===== config.mk =====
export PLATFORM = sky130hd
export DESIGN_NAME = runway_scheduler
export DESIGN_NICKNAME = d
export VERILOG_FILES = /design/src/rtl/runway_scheduler.sv
export SDC_FILE = /design/constraint.sdc
export NUM_CORES = 1
export LEC_CHECK = 0
export CAP_MARGIN = 30
export CORE_UTILIZATION = 40
export CTS_CLUSTER_DIAMETER = 150
export DETAILED_ROUTE_END_ITERATION = 8
export PLACE_DENSITY_LB_ADDON = 0.12
export SYNTH_ARGS = -nofsm -noshare
export SYNTH_HDL_FRONTEND = slang
export SYNTH_SLANG_ARGS = --single-unit
export TNS_END_PERCENT = 100

===== constraint.sdc =====
create_clock -name clk -period 7.8 [get_ports clk]
set_input_delay 1.56 -clock clk [delete_from_list [all_inputs] [get_ports clk]]
set_output_delay 1.56 -clock clk [all_outputs]
set_load 0.01 [all_outputs]

===== src/rtl/runway_scheduler.sv =====
// Runway sequencer: arbitrates 16 slots (emergency fixed-priority, else round-robin)
// and walks the grantee through OFFER -> OCCUPIED -> GAP with forced release on stall.
module runway_scheduler #(
   parameter int GAP_CYCLES     = 4,
   parameter int TIMEOUT_CYCLES = 255,
   parameter int CNT_W          = 8
) (
   input  logic        clk,
   input  logic        rst_n,
   input  logic [15:0] req,
   input  logic [15:0] emerg,
   input  logic        ack,
   input  logic        done,
   output logic [3:0]  grant_idx,
   output logic        grant_vld,
   output logic        busy,
   output logic        timeout
);

   typedef enum logic [1:0] {IDLE, OFFER, OCCUPIED, GAP} state_t;

   localparam logic [CNT_W-1:0] ONE       = CNT_W'(1);
   localparam logic [CNT_W-1:0] GAP_LIM   = CNT_W'(GAP_CYCLES);
   localparam logic [CNT_W-1:0] TO_LIM    = CNT_W'(TIMEOUT_CYCLES);
   localparam logic [CNT_W-1:0] TO_LIM_M1 = CNT_W'(TIMEOUT_CYCLES - 1);

   state_t           state_q, state_d;
   logic [3:0]       ptr_q, ptr_d;
   logic [3:0]       idx_q, idx_d;
   logic [CNT_W-1:0] cnt_q, cnt_d;
   logic             timeout_q, timeout_d;
   logic             gvld_q, busy_q;

   logic [15:0] emg_req;
   logic        emg_any;
   logic [3:0]  emg_idx, rr_idx, rr_pos;

   // Both searches iterate from lowest to highest priority so the last hit wins.
   always_comb begin
      emg_req = req & emerg;
      emg_any = |emg_req;
      emg_idx = '0;
      for (int i = 15; i >= 0; i--)
         if (emg_req[i]) emg_idx = 4'(i);
      rr_idx = '0;
      rr_pos = '0;
      for (int k = 16; k >= 1; k--) begin
         rr_pos = ptr_q + 4'(k);
         if (req[rr_pos]) rr_idx = rr_pos;
      end
   end

   always_comb begin
      state_d   = state_q;
      ptr_d     = ptr_q;
      idx_d     = idx_q;
      cnt_d     = cnt_q;
      timeout_d = 1'b0;
      case (state_q)
         IDLE: begin
            if (|req) begin
               idx_d   = emg_any ? emg_idx : rr_idx;
               cnt_d   = '0;
               state_d = OFFER;
            end
         end
         OFFER: begin
            if (ack) begin
               state_d = OCCUPIED;
               ptr_d   = idx_q;
               cnt_d   = ONE;
            end else if (!req[idx_q]) begin
               state_d = IDLE;
            end else if (cnt_q == TO_LIM_M1) begin
               timeout_d = 1'b1;
               state_d   = IDLE;
            end else begin
               cnt_d = cnt_q + ONE;
            end
         end
         OCCUPIED: begin
            // done is checked first so it beats a timeout on the limit cycle
            if (done) begin
               state_d = GAP;
               cnt_d   = ONE;
            end else if (cnt_q == TO_LIM) begin
               timeout_d = 1'b1;
               state_d   = GAP;
               cnt_d     = ONE;
            end else begin
               cnt_d = cnt_q + ONE;
            end
         end
         GAP: begin
            if (cnt_q == GAP_LIM) state_d = IDLE;
            else                  cnt_d   = cnt_q + ONE;
         end
         default: state_d = IDLE;
      endcase
   end

   always_ff @(posedge clk or negedge rst_n) begin
      if (!rst_n) begin
         state_q   <= IDLE;
         ptr_q     <= 4'hF;
         idx_q     <= '0;
         cnt_q     <= '0;
         timeout_q <= 1'b0;
         gvld_q    <= 1'b0;
         busy_q    <= 1'b0;
      end else begin
         state_q   <= state_d;
         ptr_q     <= ptr_d;
         idx_q     <= idx_d;
         cnt_q     <= cnt_d;
         timeout_q <= timeout_d;
         gvld_q    <= (state_d == OFFER);
         busy_q    <= (state_d == OCCUPIED);
      end
   end

   assign grant_idx = idx_q;
   assign grant_vld = gvld_q;
   assign busy      = busy_q;
   assign timeout   = timeout_q;

endmodule


-- Yosys cells after proc, flatten, opt, wreduce, memory -nomap -nowiden
Cells that the tools add are included.
- output and inout port bits: 7
- memories: 0
- input bits: 36
- memory bits (writable): 0
- ROM bits: 0
- latch bits: 0
- word-level logic and storage cells: 148
- register bits after elaboration: 21
- multiply operators: 0
- equality and inequality tests: 12
- add/subtract/negate cells: 16
- bitwise gates (word level): 1
- muxes and demuxes: 89
- order comparisons: 17
- shift operators: 0
- divide/modulo/power cells: 0
- reduce and logical (&&, ||, !) cells: 6
- operators by type and width (kind ; count):
    $mux W4 ; 33
    $lt A4 B5 Y1 const B ; 17
    $bmux W1 S4 ; 17
    $mux W8 ; 7
    $add A4 B4 Y4 const B ; 8
    $pmux W8 S4 ; 1
    $reduce_or A16 Y1 ; 2
    $mux W1 ; 22
    $add A4 B3 Y4 const B ; 4
    $and A16 B16 Y16 ; 1
    $eq A8 B8 Y1 const B ; 2
    $mux W2 ; 7
    $add A4 B2 Y4 const B ; 2
    $add A8 B1 Y8 const B ; 1
    $eq A8 B3 Y1 const B ; 1
    $pmux W2 S4 ; 1
    $eq A2 B2 Y1 const B ; 3
    $ne A3 B3 Y1 const B ; 2
    $add A4 B1 Y4 const B ; 1
    $eq A2 B1 Y1 const B ; 2
    $ne A2 B2 Y1 const B ; 2
    $reduce_and A2 Y1 ; 2
    $reduce_and A4 Y1 ; 1
    $logic_not A2 Y1 ; 1
    $pmux W1 S2 ; 1

-- Longest topological paths before layout
Gate-level depths: netlist (run 1).
- word-level depth: 19
- gate-level depth with buffers: 14
- gate-level depth less buffers: 10

-- Worst setup path after synthesis (run 1)
OpenSTA, ideal clock, no wires.
- path kind: flip-flop to flip-flop
- start: register ptr_q[1]
- end: register idx_q[2] (netlist: grant_idx[2])
- arrival time: 3697 ps
- slack: 4037 ps
- path buffers: 1
- period minus slack after synthesis: 3763 ps
- stages on the path, launching flop included: 12
- setup time: 66 ps
- required time: 7734 ps
- cell sequence: dfstp_2 -> clkbuf_1 -> clkinv_1 -> ha_1 -> xnor2_1 -> nor3_1 -> or4_4 -> mux2i_4 -> mux2i_1 -> a221oi_2 -> a2111oi_1 -> o32a_1
- word-level cells in the longest chain between the ends: 19
- elaborated cells between the ends (all ways): 64
- those cells by class: 15 x add/sub; 49 x mux
- RTL lines (element ; line ; text):
    start: declaration ; 28 ; logic [3:0] ptr_q, ptr_d;
    start signal: assignment ; 113 ; ptr_q <= ptr_d;
    $add A4 B4 Y4 / $bmux W1 S4 (equally long branches) ; 48, 49 ;
    $bmux W1 S4 / $mux W1 (equally long branches) ; 49 ; if (req[rr_pos]) rr_idx = rr_pos;
    $mux W1 (not written as such) / $mux W4 (equally long branches) ; 49 ;
    $mux W4 (14 in a row) ; 49 ;
    $mux W4 (*) ; 49 ;
    $mux W4 (*) ; 62 ; idx_d = emg_any ? emg_idx : rr_idx;
    end signal: assignment ; 114 ; idx_q <= idx_d;
    end: declaration ; 29 ; logic [3:0] idx_q, idx_d;
Mark *: on every way between the ends. The rest lies on a longest branch, timed or not. The select of a mux whose other input is x is not followed.
A chain may end at the register's enable or synchronous reset.

-- Worst setup path after layout (run 1)
- start: register ptr_q[1]
- end: register idx_q[3] (netlist: grant_idx[3])
The elaborated chain is that of the path after synthesis.

==> results.sh, run 1 <==
export IMPL_syn_inst=460
export IMPL_register_area_um2=531
export IMPL_max_slew_margin_pct=34.2
export IMPL_drt_iter0_drc=282
export IMPL_yosysSeqAreaShare_pct=13.5
export IMPL_area_growth_pct=13.0
export IMPL_io_pins=43
export IMPL_cts_tree="built"
export IMPL_fp_row_count=35
export IMPL_hold_path_end="cnt_q[7]$_DFFE_PN0P_"
export IMPL_slew_violations=0
export IMPL_drt_wirelength_per_cell_um=20.0
export IMPL_cp_required_ps=7960
export IMPL_final_cells=606
export IMPL_rsz0062_at_grt="false"
export IMPL_worstSetupEndpointType="flop"
export IMPL_cpMostUsedCell="nor4_1"
export IMPL_min_period_over_period_pct=60.4
export IMPL_clk_pin_slew_ps=80
export IMPL_critPathLaunchType="flop"
export IMPL_hp_class="reg -> reg"
export IMPL_fillerInstances=938
export IMPL_gr_usage_all_layers_pct=24.0
export IMPL_timing_worst_setup_path_type="reg -> reg"
export IMPL_synth_edff_count=0
export IMPL_status="finished, final reports clean"
export IMPL_maxCapViolCount=0
export IMPL_fp_dieW_um=101
export IMPL_synth_area_leaders="mux4_2 19%, dfrtp_1 11%, mux2i_1 7.1%"
export IMPL_antenna_cells=0
export IMPL_async_reset_ff_share_pct=100
export IMPL_synth_warning_count=0
export IMPL_synth_common_cells="45 x nand2_1, 34 x mux4_2, 32 x nor2_1, 28 x mux2i_1"
export IMPL_start_util_pct=42.0
export IMPL_multi_input_area_um2=3190
export IMPL_cp_max_fo=24
export IMPL_drive_above_1_share_pct=13.8
export IMPL_grt_ovfl_total=0
export IMPL_cts_resized=0
export IMPL_synth_distinct_cells=68
export IMPL_yosysTopAreaCellShare_pct=19.5
export IMPL_tightest_slew_ps=987
export IMPL_grt_max_degree=36
export IMPL_yosys_area_top_type="mux4_2"
export IMPL_avgViaCountPerCell=6.39
export IMPL_ff2ff_path_depth=10
export IMPL_p_per_area_nw_per_um2=511
export IMPL_num_vias=3873
export IMPL_placed_cells=602
export IMPL_min_from="cnt_q[7]$_DFFE_PN0P_"
export IMPL_cts_sinks=21
export IMPL_hold_depth=1
export IMPL_synth_seq_cells=21
export IMPL_netlist_area_um2=3930
export IMPL_max_freq_mhz=212
export IMPL_timing_reg2reg_setup_slack_ps=3090
export IMPL_cts_buffers=3
export IMPL_power_leakage_nw=1.69
export IMPL_clkLatencyLatePin_ps=260
export IMPL_period_needed_ps=4710
export IMPL_drtPass1Iterations=4
export IMPL_setup_viol=0
export IMPL_clock_skew_ps=2.21
export IMPL_cp_slowest_stage_delay_ps=1060
export IMPL_vdd_drop_max_mv=0.163
export IMPL_place_congestion=0.934
export IMPL_root_buffer="clkbuf_8"
export IMPL_antenna_found_initial=0
export IMPL_synth_main_ff_cell="dfrtp_1"
export IMPL_core_area_um2=9370
export IMPL_drt_total_wl_mm=12.1
export IMPL_drc=0
export IMPL_cp_arrival_ps=4870
export IMPL_total_power_mw=2.27
export IMPL_port_buffers=42
export IMPL_post_cts_buffers=0
export IMPL_r2r_start="ptr_q[1]$_DFFE_PN1P_"
export IMPL_htree_num_levels=1
export IMPL_crit_slowest_cell="ha_1"
export IMPL_die_area_um2=10200
export IMPL_crit_chain="clkinv_1 -> ha_1 -> mux4_2 -> mux2i_1 -> nor2_1 -> nor4_1 -> nand2_1 -> a211oi_1 -> nor4_1 -> o22ai_1"
export IMPL_grt_pass1_vias=3513
export IMPL_crit_family="adder cells"
export IMPL_fp_dieH_um=101
export IMPL_dpl_hpwl_mm=9.20
export IMPL_grt_pass1_wl_mm=19.0
export IMPL_fin_nets=529
export IMPL_hold_violations=0
export IMPL_synth_most_common_cell="nand2_1"
export IMPL_synth_nets=511
export IMPL_hold_buffers=0
export IMPL_ant_nets=0
export IMPL_crit_buf_inv=1
export IMPL_rr_endpoint="grant_idx[3]$_DFFE_PN0P_"
export IMPL_synth_area_per_cell_um2=8.55
export IMPL_clockBufferDepth=2
export IMPL_tns_ps=0
==> worst max path at each step <==
stage,from,endpoint,depth (start not counted)
floorplan,ptr_q[1]$_DFFE_PN1P_,grant_idx[2]$_DFFE_PN0P_,11
global placement,req[8],grant_idx[1]$_DFFE_PN0P_,8
detailed placement,ptr_q[1]$_DFFE_PN1P_,grant_idx[3]$_DFFE_PN0P_,10
CTS,ptr_q[1]$_DFFE_PN1P_,grant_idx[3]$_DFFE_PN0P_,10
global route,ptr_q[1]$_DFFE_PN1P_,grant_idx[3]$_DFFE_PN0P_,10
finish,ptr_q[1]$_DFFE_PN1P_,grant_idx[3]$_DFFE_PN0P_,10
==> logic make-up after synthesis <==
group | after synthesis | share of synthesized area [%]
flip-flops | 21 | 13.5
AO/OA/AOI/OAI | 113 | 19.5
XOR/XNOR | 12 | 2.86
adder cells (fa/ha/maj) | 15 | 4.77
AND/OR/NAND/NOR | 167 | 21.1
multiplexers | 82 | 33.0
buffers and inverters | 50 | 5.31
==> power breakdown <==
group | switching, mW | internal (mW) | leakage, nW | total, mW
Sequential | 0.0968 | 0.150 | 0.268 | 0.247
Combinational | 1.13 | 0.828 | 1.40 | 1.95
Clock | 0.0364 | 0.0364 | 0.0228 | 0.0728
Total | 1.26 | 1.01 | 1.69 | 2.27
==> registers in the layout, summed over array words and instances, names as in the netlist <==
signal,count
timeout,1
grant_idx,4
ptr_q,4
busy,1
grant_vld,1
state_q,2
cnt_q,8
==> area by class of cell <==
cell class	instances	share of cell area [%]
clock buffer	4	1.01
tap	129	3.63
sequential	21	11.9
timing repair buffer	44	9.97
inverter	19	1.60
multi-input combinational	389	71.8
==> metrics by stage <==
stage / worst slack (ps) / utilization [%] / hold WS, ps / cell area (µm²)
2_1_floorplan: 4040 / - / 468 / 3930
3_3_place_gp: 3270 / 46.8 / 511 / 4380
3_5_place_dp: 3150 / 46.9 / 515 / 4400
4_1_cts: 3160 / 47.4 / 526 / 4440
5_1_grt: 2670 / 47.4 / 558 / 4440
6_report: 3090 / 47.4 / 539 / 4440
==> worst register-to-register path: cells and delay by family, from the launching register on <==
kind            cells  cell delay (ps)
compound gates      2              480
mux                 2              980
buf+inv             1              460
flops               1              940
fa+ha+maj           1             1060
simple gates        4              700
==> layer usage <==
metal	part of all wire, %	GRT usage [%]	vias up
met5	0	0	-
met4	1.7	4.91	0
met3	8.5	4.07	22
met2	45	37.7	198
met1	45	34.7	1855
li1	-	-	1798
==> placed cells by master (no fill, tap or decap), types with 3 or more instances in the layout <==
cell type and count:
a2111oi_0 3, a211oi_1 6, a21boi_0 3, a21o_1 4, a21oi_1 20, a22oi_1 6
a31oi_1 5, and2_1 5, and3_1 4, clkbuf_8 3, clkdlybuf4s50_1 42, dfrtp_1 17
dfstp_2 4, ha_1 15, inv_1 18, mux2_2 17, mux2i_1 28, mux4_2 34
nand2_1 45, nand2b_1 10, nand3_1 25, nand3b_1 3, nand4_1 3, nor2_1 32
nor2b_1 10, nor3_1 10, nor3b_1 3, nor4_1 7, o2111ai_1 3, o211ai_1 3
o21ai_0 25, o22ai_1 4, o31ai_1 7, or3_1 4, xnor2_1 6, xor2_1 5
Power figures use the tool's default switching activity.
==> run 2: changes to the inputs <==
clock period = 4.32 ns   (was 7.8 ns; I/O delays follow)
==> run 2 against run 1 <==
Compared with the run above: design area is 1.8% higher; utilization is 0.87 points higher; critical path depth stayed put; non-clock buffer count is 9 higher; via count is 2.1% higher; sequential cell count stayed put; power is 83% higher; register-to-register slack worse by 2400 ps; clock-buffer cell count is 1 lower; die area stayed put; critical path type unchanged; critical endpoint is now grant_idx[2]$_DFFE_PN0P_.
==> results.sh, run 2 (synthesis gave the netlist of run 1 again) <==
export IMPL_drtPass1Iterations=5
export IMPL_cts_sinks=21
export IMPL_p_per_area_nw_per_um2=921
export IMPL_hold_buffers=0
export IMPL_cts_tree="built"
export IMPL_max_freq_mhz=274
export IMPL_min_from="cnt_q[7]$_DFFE_PN0P_"
export IMPL_grt_pass1_vias=3620
export IMPL_num_vias=3956
export IMPL_htree_num_levels=1
export IMPL_tns_ps=0
export IMPL_grt_pass1_wl_mm=19.6
export IMPL_start_util_pct=42.0
export IMPL_final_common_cell="nand2_1"
export IMPL_port_buffers=42
export IMPL_max_slew_margin_pct=46.5
export IMPL_r2r_start="ptr_q[1]$_DFFE_PN1P_"
export IMPL_clock_skew_ps=11.4
export IMPL_largest_reg_flops=8
export IMPL_p_int_mw=1.89
export IMPL_ant_nets=0
export IMPL_place_congestion=1.04
export IMPL_min_period_over_period_pct=84.6
export IMPL_root_buffer="clkbuf_8"
export IMPL_drive_above_1_share_pct=15.6
export IMPL_status="finished, final reports clean"
export IMPL_regMostFlops="cnt_q"
export IMPL_cp_arrival_ps=3850
export IMPL_antenna_cells=0
export IMPL_maxCapViolCount=0
export IMPL_p_switching_mw=2.28
export IMPL_antenna_found_initial=0
export IMPL_drt_wirelength_per_cell_um=19.8
export IMPL_drt_total_wl_mm=12.2
export IMPL_slew_violations=0
export IMPL_cts_resized=0
export IMPL_rsz0062_at_grt="false"
export IMPL_fp_row_count=35
export IMPL_finalInstanceArea_um2=4530
export IMPL_fp_dieH_um=101
export IMPL_grt_max_degree=36
export IMPL_vdd_drop_max_mv=0.435
export IMPL_timing_worst_setup_path_type="reg -> reg"
export IMPL_fin_hold_ws_ps=526
export IMPL_fin_nets=538
export IMPL_clkLatencyLatePin_ps=270
export IMPL_dpl_hpwl_mm=9.47
export IMPL_clk_pin_slew_ps=90
export IMPL_core_area_um2=9370
export IMPL_cp_max_fo=19
export IMPL_period_needed_ps=3650
export IMPL_power_frac_clock_pct=3.3
export IMPL_seq_power_share_pct=9.5
export IMPL_area_growth_pct=15.1
export IMPL_post_cts_buffers=0
export IMPL_drt_iter0_drc=363
export IMPL_startpoint="ptr_q[1]$_DFFE_PN1P_"
export IMPL_power_leakage_nw=1.74
export IMPL_cp_required_ps=4520
export IMPL_final_cell_mix="45 x nand2_1, 42 x clkdlybuf4s50_1, 34 x mux4_2"
export IMPL_worstSetupEndpointType="flop"
export IMPL_setup_viol=0
export IMPL_place_area_um2=4480
export IMPL_cts_buffers=3
export IMPL_comb_power_share_pct=87.2
export IMPL_die_area_um2=10200
export IMPL_gr_usage_all_layers_pct=24.7
export IMPL_total_power_mw=4.17
export IMPL_hold_violations=0
export IMPL_swShare_pct=54.7
export IMPL_grt_ovfl_total=0
export IMPL_fp_dieW_um=101
export IMPL_io_pins=43
export IMPL_critPathLaunchType="flop"
export IMPL_hp_class="reg -> reg"
export IMPL_tightest_slew_ps=802
export IMPL_avgViaCountPerCell=6.43
export IMPL_clockBufferDepth=2
export IMPL_drc=0
==> run 2: changes by cell type in the layout (fill, tap and decap cells not counted) <==
cell and delta:
buf_16 +1, clkbuf_1 -1, clkinv_2 +1, buf_4 +9
buf_8 -1
==> run 2: worst paths after layout <==
kind / end / slack [ps] / depth (start not counted)
setup reg to reg: grant_idx[2]$_DFFE_PN0P_ / 670 / 10
setup / recovery: grant_idx[2]$_DFFE_PN0P_ / 670 / 10
hold reg to reg: cnt_q[7]$_DFFE_PN0P_ / 530 / 1
hold / removal: cnt_q[7]$_DFFE_PN0P_ / 530 / 1
max in group asynchronous: ptr_q[0]$_DFFE_PN1P_ / 2880 / 2
min in group asynchronous: state_q[0]$_DFF_PN0_ / 910 / 1
==> run 2: worst max-delay path, stage by stage, from the launching register on <==
cell and delay [ps]:
dfstp_2 540, clkinv_1 70, ha_1 810, mux2_2 300, nor3_1 50, or4_4 550, mux2i_4 270, mux2i_1 260
a221oi_2 80, a2111oi_1 420, o32a_1 230
==> run 2: routing by layer <==
layer / routed length [µm] / global-route usage, % / vias to the layer above
met5: 0 / 0 / -
met4: 202 / 6.35 / 0
met3: 910 / 2.42 / 21
met2: 5640 / 39.7 / 198
met1: 5410 / 35.6 / 1920
li1: - / - / 1817
==> run 2: final cells by class <==
class,instances,area (µm²)
inverter,19,71.3
fill,940,4850
tap,129,161
sequential,21,531
timing repair buffer,53,523
clock buffer,3,41.3
multi-input combinational,389,3190
clock inverter,1,5.00
==> run 2: stage by stage <==
step,utilization [%],cells,setup slack [ps]
after detailed placement,47.8,611,483
final,48.3,615,667
after global routing,48.3,615,491
after CTS,48.3,615,701
after floorplan,-,460,557
after global placement,47.5,610,501
==> run 2: power by group through the flow <==
stage               Sequential, mW  Combinational (mW)  Clock, mW
global placement             0.400                3.55          0
detailed placement           0.403                3.58          0
CTS                          0.399                3.59      0.141
floorplan                    0.328                2.78          0
global route                 0.411                3.96      0.149
finish                       0.396                3.64      0.137
==> run 3: changes to the inputs <==
clock period = 3.1 ns   (was 4.32 ns; I/O delays follow)
==> run 3 against run 2 <==
Compared with the run above: first-iteration DRC count grew 1.7%; setup slack lost 790 ps; the run now ends with negative setup slack left; global-route usage grew 4.3 points; sequential share of layout area shrank 1.9 points; critical endpoint is now grant_idx[0]$_DFFE_PN0P_; worst hold slack gained 18 ps; clock-buffer cell count is the same; via count grew 10%; critical path depth shrank 1.
==> results.sh, run 3 (synthesis gave the netlist of run 1 again) <==
export IMPL_status="finished, violations left"
export IMPL_violations="negative setup slack"
export IMPL_gr_usage_all_layers_pct=29.0
export IMPL_port_buffers=42
export IMPL_clock_skew_ps=4.06
export IMPL_drive_above_1_share_pct=33.3
export IMPL_fp_row_count=35
export IMPL_fp_dieH_um=101
export IMPL_cts_tree="built"
export IMPL_finalWorstSetupSlack_ps=-126
export IMPL_largest_reg_flops=8
export IMPL_tightest_slew_ps=642
export IMPL_grt_ovfl_total=0
export IMPL_root_buffer="clkbuf_8"
export IMPL_area_growth_pct=37.9
export IMPL_ff2ff_path_depth=9
export IMPL_avgViaCountPerCell=6.13
export IMPL_hp_class="reg -> reg"
export IMPL_cp_slowest_stage_delay_ps=610
export IMPL_cp_max_fo=5
export IMPL_r2r_start="ptr_q[1]$_DFFE_PN1P_"
export IMPL_crit_chain="clkinv_8 -> ha_4 -> buf_12 -> mux4_2 -> mux4_2 -> o31ai_2 -> a21oi_1 -> o31ai_2 -> o2bb2ai_1"
export IMPL_cts_sinks=21
export IMPL_crit_buf_inv=2
export IMPL_timing_worst_setup_path_type="reg -> reg"
export IMPL_startpoint="ptr_q[1]$_DFFE_PN1P_"
export IMPL_placed_cells=699
export IMPL_antenna_found_initial=0
export IMPL_hold_depth=1
export IMPL_clk_pin_slew_ps=90
export IMPL_grt_max_degree=36
export IMPL_critPathLaunchType="flop"
export IMPL_setup_viol=2
export IMPL_fin_util_pct=57.9
export IMPL_clockBufferDepth=2
export IMPL_start_util_pct=42.0
export IMPL_place_congestion=0.932
export IMPL_final_cell_mix="97 x buf_4, 45 x nand2_1, 39 x clkdlybuf4s50_1"
export IMPL_timing_reg2reg_setup_slack_ps=-130
export IMPL_worstSetupEndpointType="flop"
export IMPL_period_needed_ps=3230
export IMPL_ant_nets=0
export IMPL_crit_family="multiplexers"
export IMPL_drt_iter0_drc=369
export IMPL_tns_ps=-151
export IMPL_rsz0062_at_grt="true"
export IMPL_grt_pass1_wl_mm=22.7
export IMPL_min_from="cnt_q[7]$_DFFE_PN0P_"
export IMPL_hold_buffers=0
export IMPL_core_area_um2=9370
export IMPL_dpl_hpwl_mm=11.2
export IMPL_max_freq_mhz=310
export IMPL_fin_nets=634
export IMPL_htree_num_levels=1
export IMPL_drc=0
export IMPL_hold_path_end="cnt_q[7]$_DFFE_PN0P_"
export IMPL_maxCapViolCount=0
export IMPL_drtPass1Iterations=5
export IMPL_grt_pass1_vias=4324
export IMPL_drt_wirelength_per_cell_um=19.8
export IMPL_io_pins=43
export IMPL_rr_endpoint="grant_idx[0]$_DFFE_PN0P_"
export IMPL_cts_buffers=3
export IMPL_place_ws_ps=-358
export IMPL_max_slew_margin_pct=56.8
export IMPL_regMostFlops="cnt_q"
export IMPL_cp_required_ps=3290
export IMPL_num_vias=4357
export IMPL_drt_total_wl_mm=14.1
export IMPL_clkLatencyLatePin_ps=260
export IMPL_min_period_over_period_pct=104
export IMPL_hold_violations=0
export IMPL_fp_dieW_um=101
export IMPL_die_area_um2=10200
export IMPL_slew_violations=0
export IMPL_final_common_cell="buf_4"
export IMPL_final_cells=711
export IMPL_antenna_cells=0
export IMPL_cp_arrival_ps=3420
export IMPL_crit_slowest_cell="dfstp_2"
==> run 3: layout make-up <==
type | instances | area [µm²]
Clock buffer | 3 | 41.3
Multi-Input combinational cell | 389 | 3310
Timing Repair Buffer | 149 | 1290
Clock inverter | 1 | 5.00
Inverter | 19 | 83.8
Fill cell | 866 | 3950
Tap cell | 129 | 161
Sequential cell | 21 | 531
==> run 3: through the flow <==
step	cell area [µm²]	hold slack [ps]
6_report	5420	545
5_1_grt	5420	572
4_1_cts	5350	538
3_5_place_dp	5200	526
3_3_place_gp	5180	516
2_1_floorplan	4010	324
==> run 3: layer usage <==
layer  share of wire [%]  vias to the layer above  GRT usage (%)
met4                 4.0                        0           9.81
met1                  43                     2091           38.6
met2                  46                      209           47.8
met3                 7.2                       43           4.90
met5                   0                        -              0
li1                    -                     2014              -
==> run 3: worst max path at each step <==
stage,endpoint,cells past startpoint
3_5_place_dp,grant_idx[0]$_DFFE_PN0P_,7
6_report,grant_idx[0]$_DFFE_PN0P_,9
4_1_cts,grant_idx[0]$_DFFE_PN0P_,14
5_1_grt,grant_idx[0]$_DFFE_PN0P_,9
3_3_place_gp,grant_idx[1]$_DFFE_PN0P_,9
2_1_floorplan,grant_idx[0]$_DFFE_PN0P_,12
==> run 3: worst register-to-register path, cell delays in order, from the launching register on <==
cell,delay (ps)
dfstp_2,610
clkinv_8,60
ha_4,280
buf_12,120
mux4_2,550
mux4_2,590
o31ai_2,350
a21oi_1,130
o31ai_2,310
o2bb2ai_1,150
==> run 3: timing repair <==
item | CTS | global route
setup buffers | 5 | 3
pin swaps | 5 | 2
endpoints found under the setup margin | 2 | 12
resized for setup | 21 | 9
Power of run 3 is not shown: default switching activity piles up to over one toggle a cycle in this logic, so the estimate is an artifact.
